File: src/rtl/fan_proximity_ctrl.sv
// Proximity-triggered fan controller: samples an ultrasonic distance once per ms tick,
// confirms presence, runs the fan with a distance-dependent PWM duty and holds before stopping.
module fan_proximity_ctrl #(
  parameter int unsigned CLK_PER_MS = 100_000,
  parameter int unsigned NEAR_CM    = 30,
  parameter int unsigned FAR_CM     = 40,
  parameter int unsigned CONFIRM_MS = 200,
  parameter int unsigned HOLD_MS    = 3000
) (
  input  logic        clk,
  input  logic        reset_n,
  input  logic [15:0] distance_cm,
  output logic        fan_en,
  output logic        pwm_out,
  output logic [8:0]  duty,
  output logic [1:0]  state
);

  localparam int unsigned TickW = (CLK_PER_MS > 1) ? $clog2(CLK_PER_MS) : 1;
  localparam int unsigned ConfW = (CONFIRM_MS > 1) ? $clog2(CONFIRM_MS + 1) : 1;
  localparam int unsigned HoldW = (HOLD_MS > 1) ? $clog2(HOLD_MS + 1) : 1;

  localparam logic [TickW-1:0] TickLast = TickW'(CLK_PER_MS - 1);
  localparam logic [ConfW-1:0] ConfLast = ConfW'((CONFIRM_MS > 1) ? CONFIRM_MS - 1 : 0);
  // The RUN->HOLD tick is the first far tick of the hold window, so HOLD exits on the
  // HOLD_MS-th consecutive far tick counted from leaving RUN.
  localparam logic [HoldW-1:0] HoldLast = HoldW'((HOLD_MS > 1) ? HOLD_MS - 2 : 0);

  typedef enum logic [1:0] {
    StOff   = 2'd0,
    StArmed = 2'd1,
    StRun   = 2'd2,
    StHold  = 2'd3
  } state_e;

  state_e             state_q;
  logic [TickW-1:0]   tick_cnt_q;
  logic [ConfW-1:0]   confirm_q;
  logic [HoldW-1:0]   hold_cnt_q;
  logic [7:0]         pwm_cnt_q;
  logic [8:0]         target_q;
  logic [8:0]         duty_q;
  logic               fan_en_q;

  logic               tick;
  logic               near;
  logic               far;
  logic [8:0]         band_duty;

  assign tick = (tick_cnt_q == TickLast);
  assign near = (distance_cm != 16'd0) && (distance_cm < 16'(NEAR_CM));
  assign far  = (distance_cm == 16'd0) || (distance_cm >= 16'(FAR_CM));

  always_comb begin
    band_duty = 9'd128;
    if (distance_cm < 16'd10) begin
      band_duty = 9'd256;
    end else if (distance_cm < 16'd20) begin
      band_duty = 9'd192;
    end
  end

  always_ff @(posedge clk or negedge reset_n) begin
    if (!reset_n) begin
      state_q    <= StOff;
      tick_cnt_q <= '0;
      confirm_q  <= '0;
      hold_cnt_q <= '0;
      pwm_cnt_q  <= '0;
      target_q   <= '0;
      duty_q     <= '0;
      fan_en_q   <= 1'b0;
    end else begin
      pwm_cnt_q <= pwm_cnt_q + 8'd1;
      // Duty only changes at the period boundary; a later OFF entry below overrides this.
      if (pwm_cnt_q == 8'hff) begin
        duty_q <= target_q;
      end

      if (tick) begin
        tick_cnt_q <= '0;
        unique case (state_q)
          StOff: begin
            if (near) begin
              if (CONFIRM_MS <= 1) begin
                state_q  <= StRun;
                fan_en_q <= 1'b1;
                target_q <= band_duty;
              end else begin
                state_q   <= StArmed;
                confirm_q <= ConfW'(1);
              end
            end
          end
          StArmed: begin
            if (near) begin
              if (confirm_q >= ConfLast) begin
                state_q   <= StRun;
                confirm_q <= '0;
                fan_en_q  <= 1'b1;
                target_q  <= band_duty;
              end else begin
                confirm_q <= confirm_q + ConfW'(1);
              end
            end else if (far) begin
              state_q   <= StOff;
              confirm_q <= '0;
            end
          end
          StRun: begin
            if (near) begin
              target_q <= band_duty;
            end else if (far) begin
              if (HOLD_MS <= 1) begin
                state_q  <= StOff;
                fan_en_q <= 1'b0;
                target_q <= '0;
                duty_q   <= '0;
              end else begin
                state_q    <= StHold;
                hold_cnt_q <= '0;
              end
            end
          end
          StHold: begin
            if (near) begin
              state_q    <= StRun;
              hold_cnt_q <= '0;
              target_q   <= band_duty;
            end else if (far) begin
              if (hold_cnt_q >= HoldLast) begin
                state_q    <= StOff;
                hold_cnt_q <= '0;
                fan_en_q   <= 1'b0;
                target_q   <= '0;
                duty_q     <= '0;
              end else begin
                hold_cnt_q <= hold_cnt_q + HoldW'(1);
              end
            end
          end
        endcase
      end else begin
        tick_cnt_q <= tick_cnt_q + TickW'(1);
      end
    end
  end

  assign fan_en  = fan_en_q;
  assign duty    = duty_q;
  assign state   = state_q;
  assign pwm_out = fan_en_q && ({1'b0, pwm_cnt_q} < duty_q);

endmodule

File: config.mk
export PLATFORM = sky130hd
export DESIGN_NAME = fan_proximity_ctrl
export DESIGN_NICKNAME = d
export VERILOG_FILES = /design/src/rtl/fan_proximity_ctrl.sv
export SDC_FILE = /design/constraint.sdc
export NUM_CORES = 1
export LEC_CHECK = 0
export CAP_MARGIN = 20
export CELL_PAD_IN_SITES_DETAIL_PLACEMENT = 0
export CELL_PAD_IN_SITES_GLOBAL_PLACEMENT = 1
export CORE_MARGIN = 3
export CORE_UTILIZATION = 48
export DETAILED_ROUTE_END_ITERATION = 12
export PLACE_DENSITY = 0.95
export SYNTH_ARGS = -nofsm -noshare
export SYNTH_HDL_FRONTEND = slang
export SYNTH_SLANG_ARGS = --single-unit
export TNS_END_PERCENT = 50
File: constraint.sdc
create_clock -name clk -period 5 [get_ports clk]
set_input_delay 0.5 -clock clk [delete_from_list [all_inputs] [get_ports clk]]
set_output_delay 0.5 -clock clk [all_outputs]
set_load 0.005 [all_outputs]
* Word-level counts from Yosys, hierarchy flattened
Cells that the tools add are included.
** Storage, ports and cells
- Output and inout bits :: 13
- Bits in registers :: 66
- Bits of input ports :: 18
- Logic and storage cells :: 95
** Operators by class
- Order comparisons :: 7
- Reductions and logical operators :: 15
- Add/subtract/negate cells :: 4
- Mux-type cells :: 43
- Equality and inequality tests :: 18
** Operators with widths (count)
- two-way mux 9 bit :: 13
- two-way mux 12 bit :: 5
- less-than comparator 16 x 5 -> 1 bit, second input constant :: 2
- two-way mux 8 bit :: 4
- one-hot mux 9 bit (3 select lines) :: 1
- one-hot mux 12 bit (2 select lines) :: 1
- two-way mux 2 bit :: 9
- != test 2 bit, second input constant :: 9
- adder 17 x 1 -> 17 bit, second input constant :: 1
- == test 17 bit, second input constant :: 1
- two-way mux 17 bit :: 1
- adder 8 x 1 -> 8 bit, second input constant :: 2
- greater-or-equal comparator 16 x 6 -> 1 bit, second input constant :: 1
- logical NOT 16 bit :: 1
- less-than comparator 16 x 4 -> 1 bit, second input constant :: 1
- one-hot mux 8 bit (2 select lines) :: 1
- nonzero test 16 bit :: 1
- AND reduction 7 bit :: 2
- adder 12 x 1 -> 12 bit, second input constant :: 1
- greater-or-equal comparator 12 bit, second input constant :: 1
- != test 3 bit, second input constant :: 4
- less-than comparator 8 x 9 -> 1 bit :: 1
- == test 8 bit, second input constant :: 1
- greater-or-equal comparator 8 bit, second input constant :: 1
- 14 further kinds :: 22

* Logic depth before layout (Yosys ltp)
Gate-level depths: netlist of run 1.
- Word-level depth :: 7
- Gate-level depth with buffers :: 9
- Mapped depth without buffers :: 8

* Worst setup path after synthesis of run 1
OpenSTA, ideal clock, no wires.
- Path kind :: reg2reg
- Start point :: register tick_cnt_q[13]
- End point :: register confirm_q[0]
- Setup time :: 0.125 ns
- Period minus slack after synthesis :: 2.635 ns
- Buffers on the path :: 1
- Path slack :: 2.365 ns
- Cell stages (with the launch flop) :: 7
- Required time :: 4.875 ns
- Arrival time :: 2.510 ns
- Cells stage by stage :: dfrtp_1 or4b_1 or4b_4 or3_4 a211o_1 buf_6 mux2_4
** On the way
- Word-level cells in the longest chain between the ends :: 2
** RTL lines
- start, declared :: line 37 : logic [TickW-1:0] tick_cnt_q;
- start signal, assigned :: line 144 : tick_cnt_q <= tick_cnt_q + TickW'(1);
- == test 17 bit :: line 50 : assign tick = (tick_cnt_q == TickLast);
- AND reduction 4 bit (no source line)
- end signal, assigned :: line 91 : confirm_q <= ConfW'(1);
- end signal, assigned :: line 103 : confirm_q <= confirm_q + ConfW'(1);
- end, declared :: line 38 : logic [ConfW-1:0] confirm_q;
No other way between the ends.
A chain may end at the register's enable or synchronous reset.

* Final worst setup path of run 1
- Start point :: register tick_cnt_q[13]
- End point :: register duty_q[8] (netlist: duty[8])
** On the way
- Word-level cells in the longest chain between the ends :: 2
** RTL lines
- == test 17 bit :: line 50
- two-way mux 9 bit :: line 80 : if (tick) begin
- end signal, assigned :: line 77 : duty_q <= target_q;
- end, declared :: line 42 : logic [8:0] duty_q;
No other way between the ends.

==> results of run 1 <==
[worst min-delay path by stage]
stage	startpoint	end	slack, ns	cells after the start
detailed placement	tick_cnt_q[0]$_DFF_PN0_	tick_cnt_q[0]$_DFF_PN0_	0.48	1
global route	reset_n	duty[4]$_DFF_PN0_	0.36	2
CTS	reset_n	pwm_cnt_q[4]$_DFF_PN0_	0.33	2
global placement	tick_cnt_q[14]$_DFF_PN0_	tick_cnt_q[14]$_DFF_PN0_	0.47	1
finish	reset_n	duty[4]$_DFF_PN0_	0.31	2
floorplan	reset_n	asynchronous set/reset pin	0.20	0
[Yosys cell counts, types with 3 or more instances]
cell type,number,area [sq um]
a21oi_1,9,45.04
a2bb2oi_1,6,52.55
and3_1,7,43.79
clkbuf_1,4,15.01
dfrtp_1,60,1501
ha_1,12,150.1
inv_1,15,56.30
mux2i_1,3,30.03
nand2_1,31,116.4
nand3_1,25,125.1
nand3b_1,3,22.52
nand4_1,7,43.79
nor2_1,37,138.9
nor2b_1,3,18.77
nor3_1,14,70.07
nor4_1,4,25.02
o21a_1,3,22.52
o21ai_0,19,95.09
o31ai_1,10,75.07
or2_2,4,25.02
or3_1,7,43.79
xnor2_1,9,78.83
xor2_1,12,105.1
[stage by stage]
step	instances	instance area [sq um]	power, mW	util [%]	hold WS, ns
CTS	455	3785	1.011	59.27	0.3271
detailed placement	439	3562	0.5229	55.78	0.4832
floorplan	337	3191	0.4979	-	0.2044
finish	455	3785	1.001	59.27	0.3070
global placement	439	3562	0.5225	55.78	0.4738
global route	455	3785	1.041	59.27	0.3616
[worst max-delay path, cell delays in order (launching register included)]
cell,delay [ns]
dfrtp_1,0.41
or4b_1,0.53
or4b_4,0.55
nor3_1,0.58
buf_4,0.26
nand3_1,0.13
nor3_2,0.52
nor2_1,0.11
[cell type report]
| class | instances | area [sq um] |
|---|---|---|
| clock buffer | 9 | 123.9 |
| clock inverter | 7 | 98.84 |
| fill | 569 | 2601 |
| inverter | 15 | 56.30 |
| multi-input combinational | 255 | 1598 |
| sequential | 60 | 1501 |
| tap | 77 | 96.34 |
| timing repair buffer | 32 | 310.3 |
[kinds of logic after synthesis]
| group | count (synthesis) | share of synthesized area, % |
|---|---|---|
| AND/OR/NAND/NOR | 153 | 24.27 |
| AO/OA/AOI/OAI | 65 | 13.92 |
| flip-flops | 60 | 47.06 |
| buffers and inverters | 22 | 2.862 |
| XOR/XNOR | 21 | 5.765 |
| adder cells (fa/ha/maj) | 12 | 4.706 |
| multiplexers | 4 | 1.412 |
[state kept, by name, summed over array words and instances (netlist names), named ones only]
signal	cells
pwm_cnt_q	8
fan_en	1
duty	9
target_q	3
tick_cnt_q	17
state	1
confirm_q	8
hold_cnt_q	12
[power by group through the flow]
stage	Sequential, mW	Clock [mW]	Combinational [mW]
after global placement	0.495	0	0.0280
after CTS	0.485	0.497	0.0285
after global routing	0.485	0.525	0.0310
after detailed placement	0.495	0	0.0284
after floorplan	0.495	0	0.00329
final	0.485	0.488	0.0277
[metal layers]
layer | vias up | part of all wire [%]
li1 | 1278 | -
met1 | 1207 | 47
met2 | 54 | 48
met3 | 6 | 4.2
met4 | 0 | 1.4
met5 | - | 0
[cell usage in the layout, fill, tap and decap left out, drive strengths merged, types with 4 or more instances in the layout]
cell type	count
dfrtp	60
nor2	37
nand2	31
clkdlybuf4s50	29
nand3	25
o21ai	19
inv	17
nor3	15
xor2	12
ha	12
o31ai	10
a21oi	9
xnor2	9
clkbuf	9
or3	9
and3	8
nand4	7
a2bb2oi	6
nor4	4
or2	4
==> reports/qor.yml, run 1 <==
detailed_routing:
  drt_wl_total_um: 6415
  drc: 0
  routed_wire_length_per_instance_um: 14.10
  firstDrtPassIters: 5
  drt_iter0_markers: 148
  viasPerCell: 5.593
  ant_nets: 0
  dr_total_vias: 2545
yosys:
  syn_avg_cell_area_sq_um: 9.468
  ys_ff_latch: 60
  yosys_warnings: 0
  synth.distinct_cells: 50
  ys.flop_type: "dfrtp_1"
  async_flop_share_pct: 100.0
  syn_area_sq_mm: 0.003191
  synthesis.instances: 337
  synth_edf_count: 0
  synth_fp_nets: 367
  synth_seq_area_share_pct: 47.06
clocking:
  cts.sinks: 60
  clk_path_buf_depth: 2
  clkLatencyLatePin_ns: 0.34
  cts_setup_buffers: 0
  cts_tree: "yes"
  hold_buffers: 0
  cts-root-buf: "clkbuf_8"
  cts-buffers-inserted: 9
  cts-resized-gates: 0
  htreeDepth: 3
  clk_pin_slew_ns: 0.08
run:
  drv_cap: 0
timing:
  finalHoldViolCount: 0
  slew_headroom_pct: 36.71
  finClkSkew_ns: 0.01438
  slew_violations: 0
  worst_slack_ns: 1.774
  tightestPinTransition_ns: 0.9485
  setup-violations-final: 0
  finalSetupTns_ns: 0
  period_share_pct: 64.52
  fmax_mhz: 310.0
  layout_min_cycle_time_ns: 3.226
  rsz0062_at_grt: "false"
critical_path:
  worstRegToRegCells: 7
  crit_type: "reg -> reg"
  cp_data_required_time_ns: 5.19
  endpoint_kind: "flip-flop"
  worstReg2RegEnd: "duty[8]$_DFF_PN0_"
  critPathCapture: "duty[8]$_DFF_PN0_"
  cp-start-kind: "flip-flop"
  reg2reg_slack_ns: 1.77
  crit_arrival_ns: 3.42
  r2r_start: "tick_cnt_q[13]$_DFF_PN0_"
  critPathLaunch: "tick_cnt_q[13]$_DFF_PN0_"
  cp_max_fo: 9
grt:
  antenna_found_initial: 0
  grt_busiest_layer: "met2"
  grt_use_total_pct: 18.67
  grtUsageMet3_pct: 4.045
  use_met1_pct: 25.01
  overflow: 0
  grt_pass1_vias: 2515
  grt_pass1_wl_um: 11280
  met2_usage_pct: 29.11
  grt_max_degree: 61
final_layout:
  drive_above_1_share_pct: 8.466
  nets: 403
  num_antenna_cells: 0
  synthToLayoutAreaGrowth_pct: 18.63
floorplanning:
  fp.dieW_um: 87.53
  initial_core_util_pct: 49.96
  row_count: 29
  io-pin-count: 31
  core-area_sq_mm: 0.006386
  design.die.area_sq_mm: 0.007662
  die_y_um: 87.53
outcome:
  status: "completed"
power_and_ir_drop:
  p_int_uw: 782.3
  powerDensity_mw_per_mm2: 264.5
  leakagePower_nw: 1.680
  p_sw_uw: 218.9
  netSwitchingFraction_pct: 21.86
  combPwrFrac_pct: 2.8
  power.share.clock_pct: 48.8
  seq_power_share_pct: 48.5
  ir_drop_uv: 171.3
place:
  dpl.hpwl_um: 4660
  dp_slack_ns: 1.752
  port_buffers: 30
  place.gp.congestion: 0.7992
worst_hold_path:
  min_path_type: "in -> async"
Power figures use the tool's default switching activity.
==> inputs of run 2 (changes only) <==
--- a/config.mk
+++ b/config.mk
@@ -9,9 +9,9 @@
 export CELL_PAD_IN_SITES_DETAIL_PLACEMENT = 0
 export CELL_PAD_IN_SITES_GLOBAL_PLACEMENT = 1
 export CORE_MARGIN = 3
-export CORE_UTILIZATION = 48
+export CORE_UTILIZATION = 44
 export DETAILED_ROUTE_END_ITERATION = 12
-export PLACE_DENSITY = 0.95
+export PLACE_DENSITY = 0.91
 export SYNTH_ARGS = -nofsm -noshare
 export SYNTH_HDL_FRONTEND = slang
 export SYNTH_SLANG_ARGS = --single-unit
==> constraint.sdc (replaced) <==
create_clock -name clk -period 3.24 [get_ports clk]
set_input_delay 0.324 -clock clk [delete_from_list [all_inputs] [get_ports clk]]
set_output_delay 0.324 -clock clk [all_outputs]
set_load 0.005 [all_outputs]
==> run 2 against run 1 <==
  * Total power up 42%
  * Via count up 0.55%
  * Routed wire length rose by 0.53%
  * Die area rose by 8.5%
  * Sequential cell count is the same
==> reports/qor.yml, run 2 (synthesis gave the netlist of run 1 again) <==
floorplanning:
  core-area_sq_mm: 0.006907  # +8.2%
  fp.dieW_um: 91.16  # +4.1%
  row_count: 30  # +3.4%
  io-pin-count: 31  # unchanged
  initial_core_util_pct: 46.20  # -3.8 points
  design.die.area_sq_mm: 0.008309  # +8.5%
  die_y_um: 91.16  # +4.1%
power_and_ir_drop:
  leakagePower_nw: 1.672  # -0.45%
  ir_drop_uv: 194.2  # +13%
  powerDensity_mw_per_mm2: 376.4  # +42%
final_layout:
  drive_above_1_share_pct: 8.158  # -0.31 points
  max_flop_register: "tick_cnt_q"
  nets: 405  # +0.50%
  synthToLayoutAreaGrowth_pct: 18.71  # about the same
  final_common_cell: "dfrtp_1"
  largest_reg_flops: 17  # unchanged
  final_cell_mix: "dfrtp_1, nor2_1, nand2_1"
  num_antenna_cells: 0  # unchanged
  instances_no_fill: 476  # +4.6%
clocking:
  clk_path_buf_depth: 2  # unchanged
  cts-root-buf: "clkbuf_8"
  cts_setup_buffers: 0  # unchanged
  clk_pin_slew_ns: 0.06  # -0.02 ns
  cts.sinks: 60  # unchanged
  htreeDepth: 3  # unchanged
  cts_tree: "yes"
  cts-buffers-inserted: 9  # unchanged
  clkLatencyLatePin_ns: 0.33  # about the same
detailed_routing:
  dr_total_vias: 2559  # +0.55%
  drt_wl_total_um: 6449  # +0.53%
  drc: 0  # unchanged
  ant_nets: 0  # unchanged
  firstDrtPassIters: 4  # -1
  routed_wire_length_per_instance_um: 13.55  # -3.9%
  drt_iter0_markers: 186  # +26%
  viasPerCell: 5.376  # -3.9%
critical_path:
  crit_arrival_ns: 3.09  # -0.33 ns
  worstReg2RegEnd: "hold_cnt_q[7]$_DFFE_PN0P_"
  critPathCapture: "hold_cnt_q[7]$_DFFE_PN0P_"
  critPathLaunch: "tick_cnt_q[13]$_DFF_PN0_"
  cp_max_fo: 10  # +1
  reg2reg_slack_ns: 0.38  # -1.39 ns
  worstRegToRegCells: 6  # -1
  r2r_start: "tick_cnt_q[13]$_DFF_PN0_"
  endpoint_kind: "flip-flop"
  cp-start-kind: "flip-flop"
  cp_data_required_time_ns: 3.48  # -1.71 ns
  crit_type: "reg -> reg"
grt:
  grt_pass1_vias: 2454  # -2.4%
  overflow: 0  # unchanged
  grt_max_degree: 40  # -34%
  antenna_found_initial: 0  # unchanged
  grt_use_total_pct: 16.52  # -2.2 points
  grt_pass1_wl_um: 11070  # -1.8%
place:
  dpl.hpwl_um: 4784  # +2.7%
  dp_cells: 459  # +4.6%
  place.gp.congestion: 0.7708  # -3.6%
  port_buffers: 30  # unchanged
timing:
  finalHoldViolCount: 0  # unchanged
  layout_min_cycle_time_ns: 2.857  # -0.3694 ns
  rsz0062_at_grt: "false"
  slew_violations: 0  # unchanged
  tightestPinTransition_ns: 1.012  # +0.06313 ns
  finalSetupTns_ns: 0  # unchanged
  setup-violations-final: 0  # unchanged
  finClkSkew_ns: 0.008411  # -0.005969 ns
  period_share_pct: 88.17  # +24 points
  fmax_mhz: 350.0  # +13%
  slew_headroom_pct: 32.49  # -4.2 points
outcome:
  status: "completed"
worst_hold_path:
  min_path_type: "in -> async"
run:
  drv_cap: 0  # unchanged
run 2: metal layers:
layer | vias up | wire, um | GRT usage (%)
li1 | 1295 | - | -
met1 | 1214 | 2990 | 20.64
met2 | 40 | 3189 | 27.16
met3 | 10 | 173 | 3.480
met4 | 0 | 97 | 8.040
met5 | - | 0 | 0
run 2: report_power, final:
part,switching (mW),internal [mW],leakage [nW]
combinational,0.0222,0.0214,0.848
sequential,0.0000647,0.749,0.731
clock,0.281,0.351,0.0931
total,0.304,1.12,1.67
run 2: repair_timing:
item,in CTS,in global routing
hold buffers,1,0
endpoints found under the setup margin,0,0
gates resized for setup,0,0
hold endpoints to repair,21,0
run 2: how the worst min path moves through the flow:
stage | startpoint | to | slack [ns]
floorplan | reset_n | asynchronous set/reset pin | 0.03
global placement | reset_n | duty[2]$_DFF_PN0_ | 0.30
detailed placement | reset_n | duty[1]$_DFF_PN0_ | 0.31
CTS | reset_n | tick_cnt_q[6]$_DFF_PN0_ | 0.48
global route | target_q[7]$_DFFE_PN0P_ | target_q[7]$_DFFE_PN0P_ | 0.50
finish | reset_n | duty[1]$_DFF_PN0_ | 0.48
run 2: per-stage QoR:
| stage | setup slack [ns] | power (mW) | hold WS, ns | cell area (sq um) | utilization [%] |
|---|---|---|---|---|---|
| 5_1_grt | 0.1674 | 1.484 | 0.4981 | 3787 | 54.84 |
| 6_report | 0.3831 | 1.425 | 0.4774 | 3787 | 54.84 |
| 3_5_place_dp | 0.3546 | 0.8073 | 0.3138 | 3593 | 52.03 |
| 2_1_floorplan | 0.6047 | 0.7684 | 0.02841 | 3191 | - |
| 4_1_cts | 0.3858 | 1.444 | 0.4770 | 3787 | 54.84 |
| 3_3_place_gp | 0.3689 | 0.8066 | 0.3025 | 3593 | 52.03 |
run 2: critical path, stage by stage (launching register included):
cell and delay, ns:
dfrtp_1 0.41, or4b_1 0.52, or4b_4 0.54, nor3_1 0.41, o2111a_1 0.33, nand2_1 0.24, o31ai_1 0.31
run 2: layout make-up:
| type | count | area [sq um] |
|---|---|---|
| clock inverters | 5 | 52.55 |
| well taps | 96 | 120.1 |
| fillers | 634 | 3119 |
| flip-flops and latches | 60 | 1501 |
| multi-input cells | 255 | 1598 |
| inverters | 15 | 56.30 |
| repair buffers | 34 | 327.8 |
| clock buffers | 11 | 131.4 |
==> inputs of run 3 (changes only) <==
--- a/config.mk
+++ b/config.mk
@@ -12,6 +12,7 @@
 export CORE_UTILIZATION = 44
 export DETAILED_ROUTE_END_ITERATION = 12
 export PLACE_DENSITY = 0.91
+export SLEW_MARGIN = 30
 export SYNTH_ARGS = -nofsm -noshare
 export SYNTH_HDL_FRONTEND = slang
 export SYNTH_SLANG_ARGS = --single-unit
==> run 3 against run 2 <==
  * Final cell count stayed put
  * Fmax is 0.82% higher
  * Hold slack better by 0.0015 ns
  * Critical endpoint unchanged
  * Routed wire length is 0.37% lower
  * Setup slack better by 0.023 ns
  * First-iteration DRC count is 1.1% lower
  * Design area is 0.17% higher
  * Non-clock buffer count stayed put
  * Count of clock-buffer cells in the layout stayed put
  * Critical path depth stayed put
  * Sequential share of layout area is 0.065 points lower
  * Sequential power hardly changed
==> reports/qor.yml, run 3 (synthesis gave the netlist of run 1 again) <==
outcome:
  status: "completed"
detailed_routing:
  routed_wire_length_per_instance_um: 13.50  # -0.37%
  dr_total_vias: 2550  # -0.35%
  firstDrtPassIters: 4  # unchanged
  drt_wl_total_um: 6425  # -0.37%
  ant_nets: 0  # unchanged
  drt_iter0_markers: 184  # -1.1%
  drc: 0  # unchanged
  viasPerCell: 5.357  # -0.35%
timing:
  fmax_mhz: 352.9  # +0.82%
  period_share_pct: 87.46  # -0.72 points
  layout_min_cycle_time_ns: 2.834  # -0.02331 ns
  finClkSkew_ns: 0.009414  # +0.001003 ns
  slew_violations: 0  # unchanged
  finalSetupTns_ns: 0  # unchanged
  setup-violations-final: 0  # unchanged
  slew_headroom_pct: 57.32  # +25 points
  tightestPinTransition_ns: 0.6389  # -0.3727 ns
  finalHoldViolCount: 0  # unchanged
  fin_hold_ws_ns: 0.4789  # +0.001499 ns
  rsz0062_at_grt: "false"
final_layout:
  largest_reg_flops: 17  # unchanged
  final_common_cell: "dfrtp_1"
  synthToLayoutAreaGrowth_pct: 18.90
  design_area_sq_mm: 0.003794  # +0.17%
  nets: 405  # unchanged
  instances_no_fill: 476  # unchanged
  max_flop_register: "tick_cnt_q"
  drive_above_1_share_pct: 8.421  # +0.26 points
  num_antenna_cells: 0  # unchanged
  final_cell_mix: "dfrtp_1, nor2_1, nand2_1"
  fill_cells: 635  # +0.16%
power_and_ir_drop:
  p_sw_uw: 304.1  # +0.16%
  power.share.clock_pct: 44.4  # about the same
  netSwitchingFraction_pct: 21.33  # +0.027 points
  p_int_mw: 1.122  # unchanged
  powerDensity_mw_per_mm2: 375.9  # -0.13%
  combPwrFrac_pct: 3.1  # about the same
  ir_drop_uv: 194.3  # about the same
  p_total_mw: 1.426  # about the same
  leakagePower_nw: 1.672  # about the same
  seq_power_share_pct: 52.5  # about the same
floorplanning:
  fp.dieW_um: 91.16  # unchanged
  io-pin-count: 31  # unchanged
  row_count: 30  # unchanged
  design.die.area_sq_mm: 0.008309  # unchanged
  core-area_sq_mm: 0.006907  # unchanged
  initial_core_util_pct: 46.20  # unchanged
  die_y_um: 91.16  # unchanged
clocking:
  clkLatencyLatePin_ns: 0.34  # about the same
  cts-buffers-inserted: 9  # unchanged
  cts-root-buf: "clkbuf_8"
  htreeDepth: 3  # unchanged
  clk_path_buf_depth: 2  # unchanged
  cts_tree: "yes"
  cts.sinks: 60  # unchanged
  clk_pin_slew_ns: 0.06  # about the same
place:
  place.gp.congestion: 0.7708  # unchanged
  dpl_cell_area_sq_mm: 0.003593  # unchanged
  dp_cells: 459  # unchanged
  dpl.hpwl_um: 4784  # unchanged
  port_buffers: 30  # unchanged
grt:
  grt_use_total_pct: 16.52  # unchanged
  grt_max_degree: 40  # unchanged
  grt_pass1_vias: 2454  # unchanged
  overflow: 0  # unchanged
  grt_pass1_wl_um: 11070  # unchanged
  antenna_found_initial: 0  # unchanged
critical_path:
  reg2reg_slack_ns: 0.41  # +0.02 ns
  critPathLaunch: "tick_cnt_q[13]$_DFF_PN0_"
  r2r_start: "tick_cnt_q[13]$_DFF_PN0_"
  worstReg2RegEnd: "hold_cnt_q[7]$_DFFE_PN0P_"
  cp_max_fo: 10  # unchanged
  endpoint_kind: "flip-flop"
  crit_type: "reg -> reg"
  crit_arrival_ns: 3.07  # -0.02 ns
  worstRegToRegCells: 6  # unchanged
  critPathCapture: "hold_cnt_q[7]$_DFFE_PN0P_"
  cp-start-kind: "flip-flop"
  cp_data_required_time_ns: 3.48  # about the same
worst_hold_path:
  min_path_type: "in -> async"
run:
  drv_cap: 0  # unchanged
run 3: cell count changes in the layout (fill, tap and decap cells not counted):
cell,previous run,this run
o2111ai_1,1,0
o2111ai_2,0,1
run 3: what timing repair did:
action	in CTS	in global routing
buffers inserted	0	0
hold endpoints to repair	21	0
gates resized for setup	0	0
hold buffers	1	0
run 3: worst min-delay path by stage:
stage,to,slack (ns),cells past startpoint
after floorplan,asynchronous set/reset pin,0.03,0
after global placement,duty[2]$_DFF_PN0_,0.30,1
after detailed placement,duty[1]$_DFF_PN0_,0.31,1
after CTS,tick_cnt_q[6]$_DFF_PN0_,0.48,2
after global routing,target_q[7]$_DFFE_PN0P_,0.50,1
final,duty[1]$_DFF_PN0_,0.48,2
run 3: cell type report:
type,instances,area [sq um],share of cell area (%)
multi-input combinational,255,1604,42.28
inverter,15,56.30,1.484
sequential,60,1501,39.58
timing repair buffer,34,327.8,8.641
clock inverter,5,52.55,1.385
clock buffer,11,131.4,3.463
tap,96,120.1,3.166
run 3: per-layer routing:
layer	vias to the layer above	global-route usage, %	share of wire, %
met5	-	0	0
met4	0	8.040	1.5
met2	39	27.16	50
met3	9	3.480	2.4
li1	1295	-	-
met1	1207	20.64	46
run 3: worst max-delay path, cell delays in order, from the launching register on:
cell and delay [ns]:
dfrtp_1 0.41, or4b_1 0.52, or4b_4 0.54, nor3_1 0.39, o2111a_1 0.33, nand2_1 0.24
o31ai_1 0.31
run 3: power by group through the flow:
stage / sequential, mW / combinational, mW / clock [mW]
6_report: 0.749 / 0.0436 / 0.633
5_1_grt: 0.748 / 0.0490 / 0.686
3_5_place_dp: 0.763 / 0.0442 / 0
3_3_place_gp: 0.763 / 0.0435 / 0
2_1_floorplan: 0.763 / 0.00508 / 0
4_1_cts: 0.749 / 0.0451 / 0.650
run 3: metrics by stage:
stage | utilization, % | setup slack (ns)
floorplan | - | 0.6047
global placement | 52.03 | 0.3689
detailed placement | 52.03 | 0.3546
CTS | 54.84 | 0.3858
global route | 54.93 | 0.1674
finish | 54.93 | 0.4065
